`config.mk`:
```
export PLATFORM = sky130hd
export DESIGN_NAME = pipe_reg_chain_flat
export DESIGN_NICKNAME = d
export VERILOG_FILES = /design/src/rtl/pipe_pkg.sv /design/src/rtl/pipe_reg_chain_if.sv /design/src/rtl/pipe_stage.sv /design/src/rtl/pipe_reg_chain.sv /design/src/flat_wrapper.sv
export SDC_FILE = /design/constraint.sdc
export NUM_CORES = 1
export LEC_CHECK = 0
export CORE_ASPECT_RATIO = 1.2
export CORE_MARGIN = 2
export CORE_UTILIZATION = 64
export CTS_CLUSTER_DIAMETER = 30
export DETAILED_ROUTE_END_ITERATION = 16
export DONT_BUFFER_PORTS = 1
export GPL_TIMING_DRIVEN = 1
export PLACE_DENSITY = 0.81
export SLEW_MARGIN = 20
export SYNTH_ARGS = -nofsm -noshare
export SYNTH_HDL_FRONTEND = slang
export SYNTH_SLANG_ARGS = --single-unit
```
`constraint.sdc`:
```
create_clock -name clk -period 4.24 [get_ports clk]
set_input_delay 1.06 -clock clk [delete_from_list [all_inputs] [get_ports clk]]
set_output_delay 1.06 -clock clk [all_outputs]
set_load 0.005 [all_outputs]
```
`src/rtl/pipe_pkg.sv`:
```
// rtl/pipe_pkg.sv - shared handshake type and counter-width helper for pipeline blocks
package pipe_pkg;

  typedef struct packed {
    logic valid;
    logic ready;
  } hs_t;

  function automatic int cnt_w(input int depth);
    return $clog2(depth + 1);
  endfunction

endpackage

```
`src/rtl/pipe_reg_chain_if.sv`:
```
// rtl/pipe_reg_chain_if.sv - upstream/downstream valid-ready stream bundle for pipe_reg_chain
interface pipe_reg_chain_if #(
  parameter int WIDTH = 8
);

  logic             in_valid;
  logic             in_ready;
  logic [WIDTH-1:0] in_data;
  logic             out_valid;
  logic             out_ready;
  logic [WIDTH-1:0] out_data;

  modport master (
    output in_valid, in_data, out_ready,
    input  in_ready, out_valid, out_data
  );

  modport slave (
    input  in_valid, in_data, out_ready,
    output in_ready, out_valid, out_data
  );

endinterface

```
`src/rtl/pipe_stage.sv`:
```
// rtl/pipe_stage.sv - one valid/data register pair of the handshaked pipeline
module pipe_stage #(
  parameter int               WIDTH   = 8,
  parameter logic [WIDTH-1:0] RST_VAL = '0
) (
  input  logic             clk,
  input  logic             rst,
  input  logic             flush,
  input  logic             up_valid,
  input  logic [WIDTH-1:0] up_data,
  input  logic             dn_ready,
  output logic             v,
  output logic [WIDTH-1:0] d
);

  logic en;

  // An empty stage always loads, which is what collapses bubbles.
  assign en = ~v | dn_ready;

  always_ff @(posedge clk) begin
    if (rst) begin
      v <= 1'b0;
      d <= RST_VAL;
    end else if (flush) begin
      v <= 1'b0;
    end else if (en) begin
      v <= up_valid;
      if (up_valid) begin
        d <= up_data;
      end
    end
  end

endmodule

```
`src/rtl/pipe_reg_chain.sv`:
```
// rtl/pipe_reg_chain.sv - DEPTH-stage handshaked register pipeline; PIPE_REG_CHAIN_COUNT_EN adds occupancy
module pipe_reg_chain
  import pipe_pkg::*;
#(
  parameter int               WIDTH   = 8,
  parameter int               DEPTH   = 3,
  parameter logic [WIDTH-1:0] RST_VAL = '0
) (
  input  logic             clk,
  input  logic             rst,
  input  logic             flush,
  pipe_reg_chain_if.slave  bus
`ifdef PIPE_REG_CHAIN_COUNT_EN
  ,
  output logic [cnt_w(DEPTH)-1:0] occupancy
`endif
);

  if (DEPTH < 1) begin : g_depth_chk
    $error("pipe_reg_chain: DEPTH must be at least 1");
  end

  logic [DEPTH-1:0] v;
  logic [WIDTH-1:0] d [DEPTH];
  logic [DEPTH:0]   rdy;

  // rdy[i] = !v[i] | rdy[i+1] unrolled: a stage can move if any stage at or
  // after it is empty, or the sink is taking a word.
  for (genvar i = 0; i < DEPTH; i++) begin : g_rdy
    assign rdy[i] = bus.out_ready | ~(&v[DEPTH-1:i]);
  end
  assign rdy[DEPTH] = bus.out_ready;

  for (genvar i = 0; i < DEPTH; i++) begin : g_stage
    logic             up_valid;
    logic [WIDTH-1:0] up_data;

    if (i == 0) begin : g_head
      assign up_valid = bus.in_valid;
      assign up_data  = bus.in_data;
    end else begin : g_body
      assign up_valid = v[i-1];
      assign up_data  = d[i-1];
    end

    pipe_stage #(
      .WIDTH   (WIDTH),
      .RST_VAL (RST_VAL)
    ) u_stage (
      .clk      (clk),
      .rst      (rst),
      .flush    (flush),
      .up_valid (up_valid),
      .up_data  (up_data),
      .dn_ready (rdy[i+1]),
      .v        (v[i]),
      .d        (d[i])
    );
  end

  assign bus.in_ready  = rdy[0] & ~flush;
  assign bus.out_valid = v[DEPTH-1];
  assign bus.out_data  = d[DEPTH-1];

`ifdef PIPE_REG_CHAIN_COUNT_EN
  localparam int CW = cnt_w(DEPTH);

  hs_t  in_hs;
  hs_t  out_hs;
  logic in_xfer;
  logic out_xfer;

  assign in_hs    = '{valid: bus.in_valid, ready: rdy[0] & ~flush};
  assign out_hs   = '{valid: v[DEPTH-1], ready: bus.out_ready};
  assign in_xfer  = in_hs.valid & in_hs.ready;
  assign out_xfer = out_hs.valid & out_hs.ready;

  always_ff @(posedge clk) begin
    if (rst || flush) begin
      occupancy <= '0;
    end else if (in_xfer && !out_xfer) begin
      occupancy <= occupancy + CW'(1);
    end else if (!in_xfer && out_xfer) begin
      occupancy <= occupancy - CW'(1);
    end
  end
`endif

endmodule

```
`src/flat_wrapper.sv`:
```
// flat-port wrapper written by rule: the top's interface ports become plain ports
module pipe_reg_chain_flat import pipe_pkg::*;
#(
  parameter int               WIDTH   = 8,
  parameter int               DEPTH   = 3,
  parameter logic [WIDTH-1:0] RST_VAL = '0
)
  (clk, rst, flush, bus_in_valid, bus_in_data, bus_out_ready, bus_in_ready, bus_out_valid, bus_out_data);
  pipe_reg_chain_if #(.WIDTH(WIDTH)) bus_i ();
  input  logic clk;
  input  logic rst;
  input  logic flush;
  input wire logic [$bits(bus_i.in_valid)-1:0] bus_in_valid;
  input wire logic [$bits(bus_i.in_data)-1:0] bus_in_data;
  input wire logic [$bits(bus_i.out_ready)-1:0] bus_out_ready;
  output wire logic [$bits(bus_i.in_ready)-1:0] bus_in_ready;
  output wire logic [$bits(bus_i.out_valid)-1:0] bus_out_valid;
  output wire logic [$bits(bus_i.out_data)-1:0] bus_out_data;
  assign bus_i.in_valid = bus_in_valid;
  assign bus_i.in_data = bus_in_data;
  assign bus_i.out_ready = bus_out_ready;
  assign bus_in_ready = bus_i.in_ready;
  assign bus_out_valid = bus_i.out_valid;
  assign bus_out_data = bus_i.out_data;
  pipe_reg_chain #(.WIDTH(WIDTH), .DEPTH(DEPTH), .RST_VAL(RST_VAL)) u_core (.clk(clk), .rst(rst), .flush(flush), .bus(bus_i));
endmodule
```
# == After elaboration in Yosys (flattened, before gate mapping) ==
# Cells that the tools add are included.
# word_totals
romBits,0
word_cells,24
latchBits,0
output_inout_bits,10
mem_count,0
regBits,27
inputBits,13
ramBits,0
# op_classes
n_shift,0
n_mul,0
mux,0
reduce_logical,6
n_lt_le_gt_ge,0
div_mod_pow,0
add_sub_neg,0
eq_ne,0
bitwise_logic,12
# op_table
op,count
3-bit AND reduction,4
1-bit NOT,6
1-bit OR,5
2-bit AND reduction,1
2-bit OR reduction,1
1-bit AND,1

# == Depth between registers and ports, before layout ==
# Gate-level depths: netlist of run 1.
# depth
word_depth,5
ltp_mapped,5
mapped_depth_nobuf,3

# == Hierarchy ==
# From an unflattened synthesis of run 1, not the netlist that was laid out.
# hier_totals
hier_cells,121
hier_area_um2,1258.7
# modules_own_cells
mod,area_per_inst_um2,cells_per_inst,instances
pipe_stage,410.4,39,3
pipe_reg_chain,27.5,4,1

# == Least setup slack after synthesis of run 1 ==
# Ideal clock, no wire load.
# synth_path
path_type,input to output
startpoint,input port bus_out_ready
endpoint,output port bus_in_ready
setup_slack_ps,1511
path_stages,4
t_arrival_ps,1669
required_time_ps,3180
cell_sequence,nor2b_4 buf_6 clkbuf_1 a31oi_1
# synth_between
elab_chain_cells,2
# synth_rtl
element,line,source
"start, declared",flat_wrapper.sv:15,input wire logic [$bits(bus_i.out_ready)-1:0] bus_out_ready;
1-bit OR,pipe_reg_chain.sv:30,assign rdy[i] = bus.out_ready | ~(&v[DEPTH-1:i]);
1-bit AND,pipe_reg_chain.sv:61,assign bus.in_ready = rdy[0] & ~flush;
"end, declared",flat_wrapper.sv:16,output wire logic [$bits(bus_i.in_ready)-1:0] bus_in_ready;
# Every way passes these cells.

# == Worst setup path after layout of run 1 ==
# Ends and elaborated chain as after synthesis.

==> impl_metrics.yaml, run 1 <==
sta:
  setup_viol: 0
  finalWorstSetupSlack_ps: 1630
  whs_ps: 476
  finalMaxSlewViolations: 0
  clock.fmax_ghz: 0.383
  tightest_slew_ps: 627
  hold_viol: 0
  relSlewSlack: 0.582
  fin_worst_skew_ps: 2.18
  period_share: 0.615
  period_needed_ps: 2610
  setup_tns_ps: 0
  rsz0062_at_grt: "no"
critical_path:
  endpoint_kind: "output pin"
  cp_slowest_cell: "nor2b_4"
  r2r-start: "u_core.g_stage[2].u_stage.v$_SDFFE_PP0P_"
  crit_start: "bus_out_ready"
  cp_top_family: "simple AND/OR/NAND/NOR gates"
  slowest_delay_ps: 320
  arrival_ps: 1550
  path_buf_inv: 0
  critical_path_class: "in2out"
  cp_max_fo: 15
  cp-start-kind: "input port"
  path_cells: "nor2b_4, a31oi_1"
  cp.required_ps: 3180
power:
  p_leak_nw: 0.381
  p_comb_frac: 0.049
  irDropWorstVdd_uv: 231
  clockPowerShare: 0.268
  total_power_uw: 383
  switching_power_uw: 76.0
  intPower_uw: 306
  p_sw_frac: 0.199
  power_frac_seq: 0.682
  cellPowerDensity_nw_per_um2: 332
floorplan:
  die_h_um: 50.4
  die_w_um: 42.7
  die_area_sq_um: 2150
  rows: 16
  pin_count: 23
  initial_core_util: 0.692
  core-area_sq_um: 1660
finish:
  nFillCells: 141
  nNetsFinal: 125
  final_area_sq_um: 1150
  antennaDiodeCount: 0
  syn_to_final_growth_pct: 0.108
  drive_above_1_share: 0.0541
status:
  outcome: "completed"
logic_synthesis:
  yosysSeqAreaShare: 0.470
  synth_flop_cell: "dfxtp_1"
  yosysTopAreaCellShare: 0.470
  syn_avg_cell_area_sq_um: 9.91
  yosys-top-cells-area: "dfxtp_1 47%, nand2b_1 14%, mux2i_1 14%"
  synth.most_common_cell: "dfxtp_1"
  synth_largest_area_cell: "dfxtp_1"
  synth.net_count: 129
  synthTopCellsByCount: "27 x dfxtp_1, 26 x nand2b_1, 16 x mux2i_1"
  ys.warnings.count: 0
  syn_inst: 116
  async_flop_share: 0
  synth-seq-cells: 27
  yosysUniqueCellTypes: 20
  syn-cell-area_sq_um: 1150
  synth_edf_count: 0
grt:
  antenna_found_initial: 0
  grt_pass1_vias: 685
  grt_first_pass_wirelength_um: 2900
  grt_remaining_overflow: 0
  track_usage: 0.176
  grt_max_degree: 36
clock_network:
  cts-resized-gates: 0
  cts_max_path_buffers: 2
  cts_tree: "built"
  h-tree-depth: 1
  cts_setup_buffers: 0
  cts.sinks: 27
  clkSlewWorstSetupHoldPaths_ps: 130
  cts_root_buf: "clkbuf_4"
  insertion_delay_ps: 310
  cts_buffers: 3
  hold_buffers: 0
placed_design:
  io_buffers: 0
  dpl_cell_area_sq_um: 1120
  gp_congestion: 0.782
  dp_hpwl_um: 1250
  place_ws_ps: 1630
route:
  dr.pass1.iters: 4
  finalWirelength_um: 1730
  route.detailed.drc: 0
  ant_nets: 0
  vias_per_cell: 5.85
  wl_per_cell_um: 13.4
  vias: 755
  drt-initial-drc-count: 12
job:
  drv_cap: 0
min_path:
  hold_start: "u_core.g_stage[1].u_stage.d[2]$_SDFFE_PP0P_"
  hp-class: "reg2reg"
state kept, by name, indices dropped and copies added (netlist names):
signal / cells
u_core.g_stage.u_stage.v: 3
u_core.g_stage.u_stage.d: 24
worst min-delay path, cell delays in order, from the launching register on:
cell     delay, ps
dfxtp_1        330
nand3_1         60
a21oi_1         60
per-stage QoR:
| step | utilization | std cells |
|---|---|---|
| after floorplan | - | 116 |
| after global placement | 0.677 | 125 |
| after detailed placement | 0.677 | 125 |
| after CTS | 0.693 | 129 |
| after global routing | 0.693 | 129 |
| final | 0.693 | 129 |
placed cells by master (no fill, tap or decap), drive strengths merged:
master   n
inv      2
a211oi   1
dfxtp   27
nor2     1
a31oi    2
o21ai    8
a211o    1
nor3     3
clkbuf   4
a311oi   1
nor2b    2
mux2i   16
nand3    8
a21oi    9
nand2b  26
final cells by class:
type / count / area [sq um] / area share
clock buffers: 4 / 26.3 / 0.0228
inverters: 2 / 7.51 / 0.00652
multi-input cells: 78 / 554 / 0.482
flip-flops and latches: 27 / 541 / 0.470
well taps: 18 / 22.5 / 0.0196
final timing paths:
check	endpoint	slack, ps	depth (start not counted)
worst max-delay path	bus_in_ready	1630	2
worst max register to register	u_core.g_stage[0].u_stage.d[0]$_SDFFE_PP0P_	2750	3
worst min-delay path	u_core.g_stage[2].u_stage.d[2]$_SDFFE_PP0P_	480	2
worst min register to register	u_core.g_stage[2].u_stage.d[2]$_SDFFE_PP0P_	480	2
power groups by stage:
stage / Combinational [mW] / Sequential, mW / Clock [mW]
after global routing: 0.0209 / 0.262 / 0.118
after global placement: 0.0187 / 0.266 / 0
after floorplan: 0.0220 / 0.266 / 0
final: 0.0189 / 0.261 / 0.103
after detailed placement: 0.0191 / 0.267 / 0
after CTS: 0.0192 / 0.261 / 0.107
kinds of logic after synthesis:
group	share of synthesized area
buf+inv	0.0479
simple gates	0.210
flops	0.470
compound gates	0.133
mux	0.139
metal layers:
layer	vias up	part of all wire	routed length, um	track usage
li1	391	-	-	-
met1	334	0.46	786	0.233
met2	26	0.46	799	0.275
met3	4	0.060	103	0.0252
met4	0	0.021	36	0.0885
met5	-	0	0	0
(Power assumes the default switching activity.)
==> run 2: changes to the inputs <==
- CORE_UTILIZATION: 64 -> 54
- PLACE_DENSITY: 0.81 -> 0.73
- clock period: 4.24 -> 2.2 ns (I/O delays scaled with it)
==> impl_metrics.yaml, run 2 (synthesis gave the netlist of run 1 again) <==
grt:
  met1_usage: 0.213
  grt_remaining_overflow: 0
  grt_first_pass_wirelength_um: 2760
  met2_usage: 0.225
  grt_max_degree: 36
  antenna_found_initial: 0
  met3_usage: 0.0297
  track_usage: 0.153
  grt_pass1_vias: 639
  busiest_layer: "met2"
finish:
  multi_input_area_sq_um: 554
  largest-register: "u_core.g_stage.u_stage.d"
  drive_above_1_share: 0.0631
  final_util: 0.571
  antennaDiodeCount: 0
  nNetsFinal: 125
  layout_commonest_cell: "dfxtp_1"
  nFillCells: 187
  final_area_sq_um: 1160
  register_area_sq_um: 541
  largest_register_ff_count: 24
  syn_to_final_growth_pct: 0.653
  top_regs: "u_core.g_stage.u_stage.d x24, u_core.g_stage.u_stage.v x3"
  layout_common_cells: "27 x dfxtp_1, 26 x nand2b_1, 16 x mux2i_1, 9 x a21oi_1, 8 x nand3_1"
clock_network:
  h-tree-depth: 1
  insertion_delay_ps: 320
  clkSlewWorstSetupHoldPaths_ps: 150
  cts_setup_buffers: 0
  cts_tree: "built"
  hold_buffers: 0
  cts_buffers: 3
  cts_max_path_buffers: 2
  cts.sinks: 27
  cts-resized-gates: 0
  cts_root_buf: "clkbuf_4"
sta:
  period_needed_ps: 1820
  finalMaxSlewViolations: 0
  relSlewSlack: 0.590
  clock.fmax_ghz: 0.550
  setup_viol: 0
  period_share: 0.826
  rsz0062_at_grt: "no"
  setup_tns_ps: 0
  hold_viol: 0
  tightest_slew_ps: 615
  fin_worst_skew_ps: 12.4
critical_path:
  timing.rr.end: "u_core.g_stage[0].u_stage.d[3]$_SDFFE_PP0P_"
  cp.required_ps: 1650
  rr_worst_depth: 3
  critical_path_depth: 2
  cp_top_family: "simple AND/OR/NAND/NOR gates"
  path_cells: "nor2b_4, a31oi_1"
  r2r-start: "u_core.g_stage[2].u_stage.v$_SDFFE_PP0P_"
  cp_slowest_cell: "nor2b_4"
  path_buf_inv: 0
  arrival_ps: 1270
  cp-endpoint: "bus_in_ready"
  r2r_slack_ps: 730
  slowest_delay_ps: 400
  critical_path_class: "reg2out"
  endpoint_kind: "output pin"
  crit_start: "u_core.g_stage[2].u_stage.v$_SDFFE_PP0P_"
  cp_max_fo: 15
  cp-start-kind: "flip-flop"
floorplan:
  pin_count: 23
  die_w_um: 46.1
  rows: 18
  die_area_sq_um: 2520
  die_h_um: 54.6
  core-area_sq_um: 2030
  initial_core_util: 0.567
placed_design:
  io_buffers: 0
  gp_congestion: 0.764
  dpl_cell_area_sq_um: 1130
  dp_hpwl_um: 1240
route:
  wl_per_cell_um: 13.2
  dr.pass1.iters: 4
  route.detailed.drc: 0
  drt-initial-drc-count: 13
  ant_nets: 0
  finalWirelength_um: 1730
  vias_per_cell: 5.58
  vias: 731
min_path:
  hp-class: "in2reg"
power:
  irDropWorstVdd_uv: 377
  p_leak_nw: 0.380
  cellPowerDensity_nw_per_um2: 646
status:
  outcome: "completed"
job:
  drv_cap: 0
==> run 2: power by group <==
group,internal (mW),total (mW),switching [mW],leakage [nW]
clock network,0.0693,0.209,0.139,0.0139
registers,0.499,0.503,0.00446,0.219
logic,0.0216,0.0362,0.0147,0.148
==> run 2: stage by stage <==
step	worst slack (ps)	power, mW	hold WS [ps]	std cells
after CTS	368	0.756	268	131
after global placement	623	0.550	455	127
final	383	0.748	276	131
after floorplan	491	0.555	444	116
after detailed placement	604	0.551	460	127
after global routing	285	0.785	241	131
==> run 2: how the worst min path moves through the flow <==
| stage | startpoint | endpoint | depth (start not counted) |
|---|---|---|---|
| after global routing | rst | u_core.g_stage[2].u_stage.d[1]$_SDFFE_PP0P_ | 1 |
| after detailed placement | u_core.g_stage[1].u_stage.d[6]$_SDFFE_PP0P_ | u_core.g_stage[2].u_stage.d[6]$_SDFFE_PP0P_ | 2 |
| final | rst | u_core.g_stage[2].u_stage.d[1]$_SDFFE_PP0P_ | 1 |
| after CTS | rst | u_core.g_stage[2].u_stage.d[7]$_SDFFE_PP0P_ | 1 |
| after global placement | u_core.g_stage[1].u_stage.d[7]$_SDFFE_PP0P_ | u_core.g_stage[2].u_stage.d[7]$_SDFFE_PP0P_ | 2 |
| after floorplan | u_core.g_stage[1].u_stage.d[0]$_SDFFE_PP0P_ | u_core.g_stage[2].u_stage.d[0]$_SDFFE_PP0P_ | 2 |
==> run 2: final cells by class <==
type | count | share of cell area
Clock buffer | 3 | 0.0195
Tap cell | 20 | 0.0216
Multi-Input combinational cell | 78 | 0.479
Sequential cell | 27 | 0.467
Clock inverter | 1 | 0.00649
Inverter | 2 | 0.00649
==> run 2: routing by layer <==
metal  up-vias  wire [um]
li1        386          -
met1       324        815
met2        19        787
met3         2        106
met4         0         17
met5         -          0
==> run 3: changes to the inputs <==
- clock period: 2.2 -> 1.6 ns (I/O delays scaled with it)
==> impl_metrics.yaml, run 3 (synthesis gave the netlist of run 1 again) <==
critical_path:
  cp.required_ps: 1200
  path_buf_inv: 0
  timing.rr.end: "u_core.g_stage[1].u_stage.d[5]$_SDFFE_PP0P_"
  cp_max_fo: 9
  r2r-start: "u_core.g_stage[2].u_stage.v$_SDFFE_PP0P_"
  r2r_slack_ps: 210
  cp_slowest_cell: "dfxtp_1"
  path_cells: "a31oi_1"
  slowest_delay_ps: 590
  endpoint_kind: "output pin"
  cp-start-kind: "flip-flop"
  arrival_ps: 1090
  critical_path_class: "reg2out"
  cp_top_family: "flip-flops"
  rr_worst_depth: 4
clock_network:
  hold_buffers: 0
  insertion_delay_ps: 320
  cts_buffers: 3
  clkSlewWorstSetupHoldPaths_ps: 140
  cts_root_buf: "clkbuf_4"
  cts_max_path_buffers: 2
  cts_tree: "built"
  cts.sinks: 27
  h-tree-depth: 1
floorplan:
  die_h_um: 54.6
  initial_core_util: 0.567
  die_w_um: 46.1
  die_area_sq_um: 2520
  core-area_sq_um: 2030
  rows: 18
  pin_count: 23
finish:
  syn_to_final_growth_pct: 4.14
  top_regs: "u_core.g_stage.u_stage.d x24, u_core.g_stage.u_stage.v x3"
  drive_above_1_share: 0.0957
  nNetsFinal: 129
  antennaDiodeCount: 0
  largest_register_ff_count: 24
  nFillCells: 189
  largest-register: "u_core.g_stage.u_stage.d"
  layout_common_cells: "27 x dfxtp_1, 26 x nand2b_1, 16 x mux2i_1, 9 x a21oi_1, 8 x nand3_1"
  layout_commonest_cell: "dfxtp_1"
sta:
  whs_ps: 124
  setup_tns_ps: 0
  fin_worst_skew_ps: 3.32
  hold_viol: 0
  setup_viol: 0
  clock.fmax_ghz: 0.673
  rsz0062_at_grt: "no"
  period_share: 0.929
  relSlewSlack: 0.701
  finalMaxSlewViolations: 0
  tightest_slew_ps: 447
  period_needed_ps: 1490
route:
  dr.pass1.iters: 4
  drt-initial-drc-count: 9
  vias_per_cell: 5.67
  ant_nets: 0
  vias: 765
  wl_per_cell_um: 13.4
  route.detailed.drc: 0
  finalWirelength_um: 1820
power:
  p_leak_nw: 0.409
  cellPowerDensity_nw_per_um2: 867
  irDropWorstVdd_uv: 773
status:
  outcome: "completed"
grt:
  grt_first_pass_wirelength_um: 2930
  antenna_found_initial: 0
  track_usage: 0.169
  grt_pass1_vias: 680
  grt_max_degree: 36
  grt_remaining_overflow: 0
min_path:
  hp-class: "in2reg"
  holdPathStages: 1
  hold_start: "rst"
  holdPathEnd: "u_core.g_stage[2].u_stage.d[3]$_SDFFE_PP0P_"
job:
  drv_cap: 0
placed_design:
  gp_congestion: 0.754
  io_buffers: 0
  dp_hpwl_um: 1240
run 3: cell types whose count changed in the layout (fill, tap and decap cells not counted):
cell and delta:
buf_4 +3, buf_12 +1, clkinv_2 +1, clkinvlp_4 -1
run 3: worst max path at each step:
stage	endpoint	startpoint	cells past startpoint	slack, ps
floorplan	bus_in_ready	bus_out_ready	4	190
global placement	u_core.g_stage[0].u_stage.d[5]$_SDFFE_PP0P_	u_core.g_stage[2].u_stage.v$_SDFFE_PP0P_	3	180
detailed placement	u_core.g_stage[0].u_stage.d[7]$_SDFFE_PP0P_	u_core.g_stage[2].u_stage.v$_SDFFE_PP0P_	3	150
CTS	u_core.g_stage[0].u_stage.d[7]$_SDFFE_PP0P_	u_core.g_stage[2].u_stage.v$_SDFFE_PP0P_	4	30
global route	bus_in_ready	u_core.g_stage[1].u_stage.v$_SDFFE_PP0P_	1	40
finish	bus_in_ready	u_core.g_stage[1].u_stage.v$_SDFFE_PP0P_	1	110
run 3: timing repair:
| action | CTS | global route |
|---|---|---|
| buffers inserted | 2 | 1 |
| setup endpoints to repair | 1 | 8 |
| endpoints found under the hold margin | 0 | 0 |
| pin swaps | 0 | 1 |
| gates resized for setup | 0 | 0 |
run 3: routing by layer:
metal | routed length, um | track usage
met5 | 0 | 0
met4 | 47 | 0.114
met3 | 83 | 0.0330
met2 | 853 | 0.257
met1 | 830 | 0.213
run 3: stage by stage:
stage          utilization  instances  worst slack, ps  area [sq um]  power (mW)
6_report             0.591        135              113          1200        1.04
5_1_grt              0.591        135             42.1          1200        1.09
4_1_cts              0.581        134             28.5          1180        1.05
3_5_place_dp         0.560        128              149          1130       0.758
3_3_place_gp         0.560        128              178          1130       0.756
2_1_floorplan            -        116              191          1150       0.763
run 3: final cells by class:
type | count | area [sq um] | area share
Clock buffer | 3 | 22.5 | 0.0188
Inverter | 2 | 7.51 | 0.00627
Clock inverter | 1 | 5.00 | 0.00418
Multi-Input combinational cell | 78 | 554 | 0.463
Tap cell | 20 | 25.0 | 0.0209
Timing Repair Buffer | 4 | 42.5 | 0.0355
Sequential cell | 27 | 541 | 0.451
run 3: report_power, final:
part           internal [mW]  switching, mW  total [mW]
registers              0.686        0.00645       0.692
logic                 0.0346         0.0215      0.0561
clock network         0.0938          0.197       0.290
